`config.mk`:
```
export PLATFORM = sky130hd
export DESIGN_NAME = spi_master_multi
export DESIGN_NICKNAME = d
export VERILOG_FILES = /design/src/rtl/spi_master_multi.sv
export SDC_FILE = /design/constraint.sdc
export NUM_CORES = 1
export LEC_CHECK = 0
export CAP_MARGIN = 20
export CORE_AREA = 2 2 102 104
export CTS_CLUSTER_DIAMETER = 60
export DETAILED_ROUTE_END_ITERATION = 16
export DIE_AREA = 0 0 104 106
export PLACE_DENSITY_LB_ADDON = 0.2
export SLEW_MARGIN = 25
export SYNTH_ARGS = -nofsm -noshare
export SYNTH_HDL_FRONTEND = slang
export SYNTH_SLANG_ARGS = --single-unit
```
`constraint.sdc`:
```
create_clock -name clk -period 6.3 [get_ports clk]
set_input_delay 0.945 -clock clk [delete_from_list [all_inputs] [get_ports clk]]
set_output_delay 0.945 -clock clk [all_outputs]
set_load 0.05 [all_outputs]
```
`src/rtl/spi_master_multi.sv`:
```
// rtl/spi_master_multi.sv - parametrised multi-mode SPI master with one-hot chip selects and CS-held bursts
module spi_master_multi #(
    parameter int DATA_W = 8,
    parameter int NUM_CS = 4,
    parameter int DIV_W  = 16,
    localparam int CS_W  = (NUM_CS > 1) ? $clog2(NUM_CS) : 1
) (
    input  logic              clk,
    input  logic              rst,
    input  logic              tx_valid,
    output logic              tx_ready,
    input  logic [DATA_W-1:0] tx_data,
    input  logic [CS_W-1:0]   cs_sel,
    input  logic              hold_cs,
    input  logic              cpol,
    input  logic              cpha,
    input  logic              lsb_first,
    input  logic [DIV_W-1:0]  clk_div,
    output logic              rx_valid,
    output logic [DATA_W-1:0] rx_data,
    output logic              busy,
    output logic              sck,
    output logic              mosi,
    input  logic              miso,
    output logic [NUM_CS-1:0] cs_n
);
    typedef enum logic [2:0] {S_IDLE, S_LEAD, S_XFER, S_END, S_TRAIL, S_GAP} state_t;

    localparam int EW = $clog2(2 * DATA_W + 1);
    localparam logic [EW-1:0] LAST_EDGE = EW'(2 * DATA_W);
    localparam logic [EW-1:0] PEN_EDGE  = EW'(2 * DATA_W - 1);

    state_t            state_q, state_d;
    logic [DIV_W-1:0]  cnt_q, cnt_d, div_q, div_d;
    logic [EW-1:0]     edge_q, edge_d;
    logic [DATA_W-1:0] tx_sh_q, tx_sh_d, rx_sh_q, rx_sh_d, rx_data_q, rx_data_d;
    logic              hold_q, hold_d, cpha_q, cpha_d, lsb_q, lsb_d;
    logic              sck_q, sck_d, mosi_q, mosi_d, rx_valid_q, rx_valid_d;
    logic [NUM_CS-1:0] cs_n_q, cs_n_d;
    logic              accept, cnt_done, fire, leading, sample_edge, drive_edge;

    function automatic logic first_bit(input logic [DATA_W-1:0] w, input logic lsb);
        return lsb ? w[0] : w[DATA_W-1];
    endfunction

    function automatic logic [DATA_W-1:0] shift_out(input logic [DATA_W-1:0] w, input logic lsb);
        return lsb ? (w >> 1) : (w << 1);
    endfunction

    // Out-of-range selects decode to no active chip select.
    function automatic logic [NUM_CS-1:0] cs_decode(input logic [CS_W-1:0] sel);
        logic [NUM_CS-1:0] r;
        r = '1;
        for (int i = 0; i < NUM_CS; i++) begin
            if (CS_W'(i) == sel) r[i] = 1'b0;
        end
        return r;
    endfunction

    assign tx_ready    = (state_q == S_IDLE) || ((state_q == S_END) && hold_q);
    assign accept      = tx_valid && tx_ready;
    assign cnt_done    = (cnt_q == '0);
    assign fire        = cnt_done && ((state_q == S_LEAD) ||
                                      ((state_q == S_XFER) && (edge_q != LAST_EDGE)));
    // edge_q counts edges already produced, so an even count means the next edge leads.
    assign leading     = ~edge_q[0];
    assign sample_edge = leading ^ cpha_q;
    assign drive_edge  = cpha_q ? leading : (!leading && (edge_q != PEN_EDGE));

    always_ff @(posedge clk or posedge rst) begin
        if (rst) begin
            state_q    <= S_IDLE;
            cnt_q      <= '0;
            div_q      <= '0;
            edge_q     <= '0;
            tx_sh_q    <= '0;
            rx_sh_q    <= '0;
            rx_data_q  <= '0;
            hold_q     <= 1'b0;
            cpha_q     <= 1'b0;
            lsb_q      <= 1'b0;
            sck_q      <= 1'b0;
            mosi_q     <= 1'b0;
            rx_valid_q <= 1'b0;
            cs_n_q     <= '1;
        end else begin
            state_q    <= state_d;
            cnt_q      <= cnt_d;
            div_q      <= div_d;
            edge_q     <= edge_d;
            tx_sh_q    <= tx_sh_d;
            rx_sh_q    <= rx_sh_d;
            rx_data_q  <= rx_data_d;
            hold_q     <= hold_d;
            cpha_q     <= cpha_d;
            lsb_q      <= lsb_d;
            sck_q      <= sck_d;
            mosi_q     <= mosi_d;
            rx_valid_q <= rx_valid_d;
            cs_n_q     <= cs_n_d;
        end
    end

    always_comb begin
        state_d    = state_q;
        cnt_d      = cnt_q;
        div_d      = div_q;
        edge_d     = edge_q;
        tx_sh_d    = tx_sh_q;
        rx_sh_d    = rx_sh_q;
        rx_data_d  = rx_data_q;
        hold_d     = hold_q;
        cpha_d     = cpha_q;
        lsb_d      = lsb_q;
        sck_d      = sck_q;
        mosi_d     = mosi_q;
        rx_valid_d = 1'b0;
        cs_n_d     = cs_n_q;

        if (fire) begin
            sck_d  = ~sck_q;
            edge_d = edge_q + EW'(1);
            cnt_d  = div_q;
            if (sample_edge) begin
                rx_sh_d = lsb_q ? {miso, rx_sh_q[DATA_W-1:1]} : {rx_sh_q[DATA_W-2:0], miso};
            end
            if (drive_edge) begin
                mosi_d  = first_bit(tx_sh_q, lsb_q);
                tx_sh_d = shift_out(tx_sh_q, lsb_q);
            end
        end

        case (state_q)
            S_IDLE: begin
                sck_d = cpol;
                if (accept) begin
                    tx_sh_d = tx_data;
                    hold_d  = hold_cs;
                    cpha_d  = cpha;
                    lsb_d   = lsb_first;
                    div_d   = clk_div;
                    cnt_d   = clk_div;
                    edge_d  = '0;
                    cs_n_d  = cs_decode(cs_sel);
                    if (!cpha) begin
                        mosi_d  = first_bit(tx_data, lsb_first);
                        tx_sh_d = shift_out(tx_data, lsb_first);
                    end
                    state_d = S_LEAD;
                end
            end
            S_LEAD: begin
                if (cnt_done) state_d = S_XFER;
                else          cnt_d = cnt_q - DIV_W'(1);
            end
            S_XFER: begin
                if (cnt_done && (edge_q == LAST_EDGE)) begin
                    rx_data_d  = rx_sh_q;
                    rx_valid_d = 1'b1;
                    state_d    = S_END;
                end else if (!cnt_done) begin
                    cnt_d = cnt_q - DIV_W'(1);
                end
            end
            S_END: begin
                cnt_d = div_q;
                if (accept) begin
                    tx_sh_d = tx_data;
                    hold_d  = hold_cs;
                    edge_d  = '0;
                    if (!cpha_q) begin
                        mosi_d  = first_bit(tx_data, lsb_q);
                        tx_sh_d = shift_out(tx_data, lsb_q);
                    end
                    state_d = S_LEAD;
                end else begin
                    state_d = S_TRAIL;
                end
            end
            S_TRAIL: begin
                if (cnt_done) begin
                    cs_n_d  = '1;
                    cnt_d   = div_q;
                    state_d = S_GAP;
                end else begin
                    cnt_d = cnt_q - DIV_W'(1);
                end
            end
            S_GAP: begin
                if (cnt_done) state_d = S_IDLE;
                else          cnt_d = cnt_q - DIV_W'(1);
            end
            default: state_d = S_IDLE;
        endcase
    end

    assign rx_valid = rx_valid_q;
    assign rx_data  = rx_data_q;
    assign busy     = (state_q != S_IDLE);
    assign sck      = sck_q;
    assign mosi     = mosi_q;
    assign cs_n     = cs_n_q;
endmodule

```
# Yosys cells after proc, flatten, opt, wreduce, memory -nomap -nowiden
# Index checks and enable logic that the tools add are counted.
[totals]
reg_bits = 74
input_bits = 34
output_inout_bits = 17
[classes]
addsub = 2
n_eq_ne = 16
n_mux = 49
bitwise = 3
n_reduce_logical = 22
[op_table]
columns = ["cell", "count"]
rows = [
  ["2-to-1 mux 16 bit", 5],
  ["2-to-1 mux 8 bit", 10],
  ["one-hot mux 16 bit (5 select lines)", 1],
  ["2-to-1 mux 1 bit", 18],
  ["2-to-1 mux 3 bit", 6],
  ["one-hot mux 3 bit (6 select lines)", 1],
  ["zero test 16 bit", 1],
  ["one-hot mux 8 bit (2 select lines)", 1],
  ["subtractor 16 x 1 -> 16 bit, second input constant", 1],
  ["2-to-1 mux 5 bit", 3],
  ["2-to-1 mux 4 bit", 2],
  ["inequality test 2 bit, second input constant", 4],
  ["one-hot mux 4 bit (2 select lines)", 1],
  ["AND reduction 2 bit", 4],
  ["equality test 3 x 2 -> 1 bit, second input constant", 2],
  ["equality test 3 bit, second input constant", 2],
  ["logical AND 1 bit", 6],
  ["adder 5 x 1 -> 5 bit, second input constant", 1],
  ["equality test 5 bit, second input constant", 1],
  ["inequality test 5 x 4 -> 1 bit, second input constant", 1],
  ["inequality test 5 bit, second input constant", 1],
  ["AND reduction 5 bit", 1],
  ["equality test 2 bit, first input constant", 2],
  ["nonzero test 2 bit", 2],
  ["12 further kinds", 15],
]

# Longest topological paths before layout
[depth]
depth_word = 8
depth_mapped = 9
ltp_nobuf = 7

# Least setup slack after synthesis
# No wires, ideal clock.
[synth_timing]
path_type = "reg-to-output"
from = "register state_q[2]"
to = "output port tx_ready"
t_arrival_ps = 1580
slack_ps = 3775
stages_incl_launch_ff = 5
path_buffers = 1
path_cell_list = "dfrtp_1 > clkbuf_1 > nor3_1 > inv_1 > nand2_1"
[synth_via]
elab_chain_len = 3
elab_cells_between_ends = 4
[synth_lines]
columns = ["item", "line", "rtl"]
rows = [
  ["start: declaration", "33", "state_t state_q, state_d;"],
  ["start signal: assignment", "87", "state_q <= state_d;"],
  ["equality test 3 x 2 -> 1 bit", "60", "assign tx_ready = (state_q == S_IDLE) || ((state_q == S_END) && hold_q);"],
  ["logical AND 1 bit", "60", ""],
  ["logical OR 1 bit *", "60", ""],
  ["end: declaration", "11", "output logic tx_ready,"],
]
# Mark *: on every way between the ends. The rest lies on a longest branch, timed or not.

# Worst setup path in the final report
# Ends and elaborated chain as after synthesis.

==> out/qor.csv <==
stage;metric;value;unit
synthesis;synth_cells;463;
critical_path;r2r_end;cnt_q[4]$_DFF_PP0_;
timing;maxSlewHeadroom;0.409;
global_route;antenna_found_initial;0;
finish;layout_common_cells;nand2_1, dfrtp_1, clkdlybuf4s50_1, o21ai_0, mux2_2;
synthesis;synthArstFlopShare;1.00;
placement;io_buffer_count;50;
cts;clkTransAtPathRegs;0.08;ns
timing;rsz0062_at_grt;false;
critical_path;path_class;reg2out;
finish;final.fill_count;937;
synthesis;avgSynthCellArea;9.40;um^2
worst_hold_path;hold_class;reg2reg;
critical_path;timing.rr.start;cnt_q[0]$_DFF_PP0_;
finish;layout_commonest_cell;nand2_1;
detailed_routing;drt_iter0_markers;183;
synthesis;synth-edff-count;0;
cts;tritoncts;done;
critical_path;worstPathRequired;5.35;ns
finish;stdcell_count;640;
global_route;use_met2;0.328;
detailed_routing;routed_wirelength;10.4;mm
timing;period_share;0.555;
die;die_h;106;um
finish;fin_nets;538;
detailed_routing;wl_per_cell;16.2;um
synthesis;ys_seq_elements;74;
detailed_routing;viasPerCell;5.75;
global_route;grt_use_met3;0.0448;
global_route;grt_max_degree;75;
critical_path;cp-start-kind;flip-flop;
placement;place_inst;624;
cts;post_cts_buffers;0;
detailed_routing;antenna_left;0;
global_route;grt_overflow;0;
pwr;ir_drop;0.138;mV
synthesis;synthesis.nets;502;
global_route;grt_util_all_layers;0.199;
placement;place.gp.congestion;0.847;
timing;fin_skew;0.0103;ns
timing;hold_viol;0;
status;status;finished clean;
placement;place_hpwl;7.02;mm
detailed_routing;drt_pass1_iterations;4;
timing;tightestPinTransition;0.878;ns
finish;layout-drive-gt1-share;0.137;
pwr;power_density;289;mW/mm^2
cts;clock-sinks;74;
global_route;grt-busiest-layer;met2;
timing;fmax;286;MHz
synthesis;netlist_area;0.00435;mm^2
critical_path;end_kind;primary output;
die;die_area;0.0110;mm^2
cts;postCtsResizedCells;0;
die;start_util;0.435;
cts;cts-root-buf;clkbuf_8;
synthesis;synth-seq-area-share;0.427;
global_route;grt_pass1_vias;3566;
finish;antenna_cells;0;
finish;area_growth;19.6;%
cts;hold_buffers;0;
detailed_routing;drc;0;
synthesis;ys_types;63;
timing;slew_viol_final;0;
global_route;gr-usage-met1;0.262;
critical_path;rr_worst_depth;7;
synthesis;yosys_warnings;0;
synthesis;yosys_most_used_dff;dfrtp_1;
timing;period_needed;3.50;ns
worst_hold_path;hold_end;div_q[7]$_DFFE_PP0P_;
job;maxCapViolations;0;
detailed_routing;vias;3681;
timing;setup_viol;0;
critical_path;path_max_fanout;23;
die;io_pins;51;
cts;clk_latency;0.35;ns
critical_path;critPathArrivalTime;2.55;ns
die;rows;37;
cts;ctsHtreeMaxLevel;3;
die;coreArea;0.0100;mm^2
global_route;grt_pass1_wl;17.8;mm
timing;tns;0;ns
die;fp.dieW;104;um
cts;cts_max_path_buffers;2;
cts;numCtsBuffers;9;
worst_hold_path;holdPathStages;2;
pwr;p_leak;2.21;nW
worst_hold_path;min-delay-start;div_q[7]$_DFFE_PP0P_;
critical_path;r2r_slack;3.48;ns
==> kinds of logic (layout without fill, tap and decap cells) <==
logic type,after synthesis,count (layout),synth area share
DFF,74,74,0.427
adders and majority gates,5,5,0.0144
buffers and inverters,51,92,0.0457
muxes,44,44,0.111
xor gates and xnor gates,15,15,0.0302
AOI/OAI and AO/OA,126,126,0.194
and+or+nand+nor,148,148,0.178
==> layout make-up <==
type                    instances  area (um^2)  share of cell area
flip-flops and latches         74         1860               0.357
multi-input cells             338         2300               0.443
clock buffers                  10          128              0.0245
well taps                     136          170              0.0327
clock inverters                 6          115              0.0221
repair buffers                 57          557               0.107
inverters                      19         71.3              0.0137
==> routing by layer <==
layer | up-vias | routed length, um
li1 | 1762 | -
met1 | 1820 | 4930
met2 | 83 | 4850
met3 | 16 | 470
met4 | 0 | 142
met5 | - | 0
==> critical path, stage by stage, from the launching register on <==
cell and delay, ns:
dfrtp_1 0.66, and3b_1 0.58, nand2_1 0.10, nand2_1 0.07
clkdlybuf4s50_1 0.79
==> Yosys cell counts, drive strengths merged (2+ instances only) <==
cell    count  share of area
clkbuf     23          0.020
nand2b      3         0.0043
or2         2         0.0029
o211ai      2         0.0034
nand3       5         0.0057
o221ai      4         0.0080
a22oi      14          0.024
nor3       14          0.016
nor4        8          0.020
a21o        5         0.0086
nand3b      2         0.0034
or3         3         0.0055
a21oi      17          0.020
and3        4         0.0057
mux2i      19          0.044
ha          5          0.014
nor2b       3         0.0043
buf         9         0.0095
dfstp       4          0.024
o21ai      40          0.046
a32o        2         0.0046
o31a        2         0.0040
mux2       24          0.062
nor2       16          0.014
nor3b       2         0.0034
xor2        6          0.012
xnor2       9          0.018
nand4       5         0.0086
nand2      71          0.061
a221o       9          0.021
or4         2         0.0034
inv        19          0.016
a31o        7          0.014
dfrtp      70           0.40
a31oi       7          0.010
o22ai       6         0.0086
==> power breakdown <==
| group | leakage [nW] | internal (mW) | switching, mW |
|---|---|---|---|
| combinational | 1.17 | 0.183 | 0.178 |
| clock | 0.117 | 0.265 | 0.185 |
| sequential | 0.924 | 0.565 | 0.127 |
==> worst max path at each step <==
stage	from	end	cells past startpoint
CTS	state_q[2]$_DFFE_PP0P_	tx_ready	4
detailed placement	state_q[2]$_DFFE_PP0P_	tx_ready	4
finish	state_q[2]$_DFFE_PP0P_	tx_ready	4
global placement	state_q[2]$_DFFE_PP0P_	tx_ready	4
global route	state_q[2]$_DFFE_PP0P_	tx_ready	4
floorplan	rst	cnt_q[0]$_DFF_PP0_	1
==> metrics by stage <==
stage                     utilization  setup slack [ns]  hold slack (ns)  instance area (um^2)  power [mW]
after floorplan                     -              3.48            0.439                  4350       0.949
after global placement          0.495              3.19            0.455                  4950        1.05
after detailed placement        0.495              3.19            0.457                  4950        1.06
after CTS                       0.520              2.78            0.486                  5190        1.51
after global routing            0.520              2.67            0.514                  5200        1.59
final                           0.520              2.80            0.483                  5200        1.50
==> registers in the layout (all words and copies together), names as in the netlist, 3 cells and up <==
signal   flops
cnt_q       16
tx_sh_q      8
edge_q       5
rx_sh_q      8
rx_data      8
div_q       16
state_q      3
cs_n         4
Note: power is estimated with default switching activity, not from simulation.
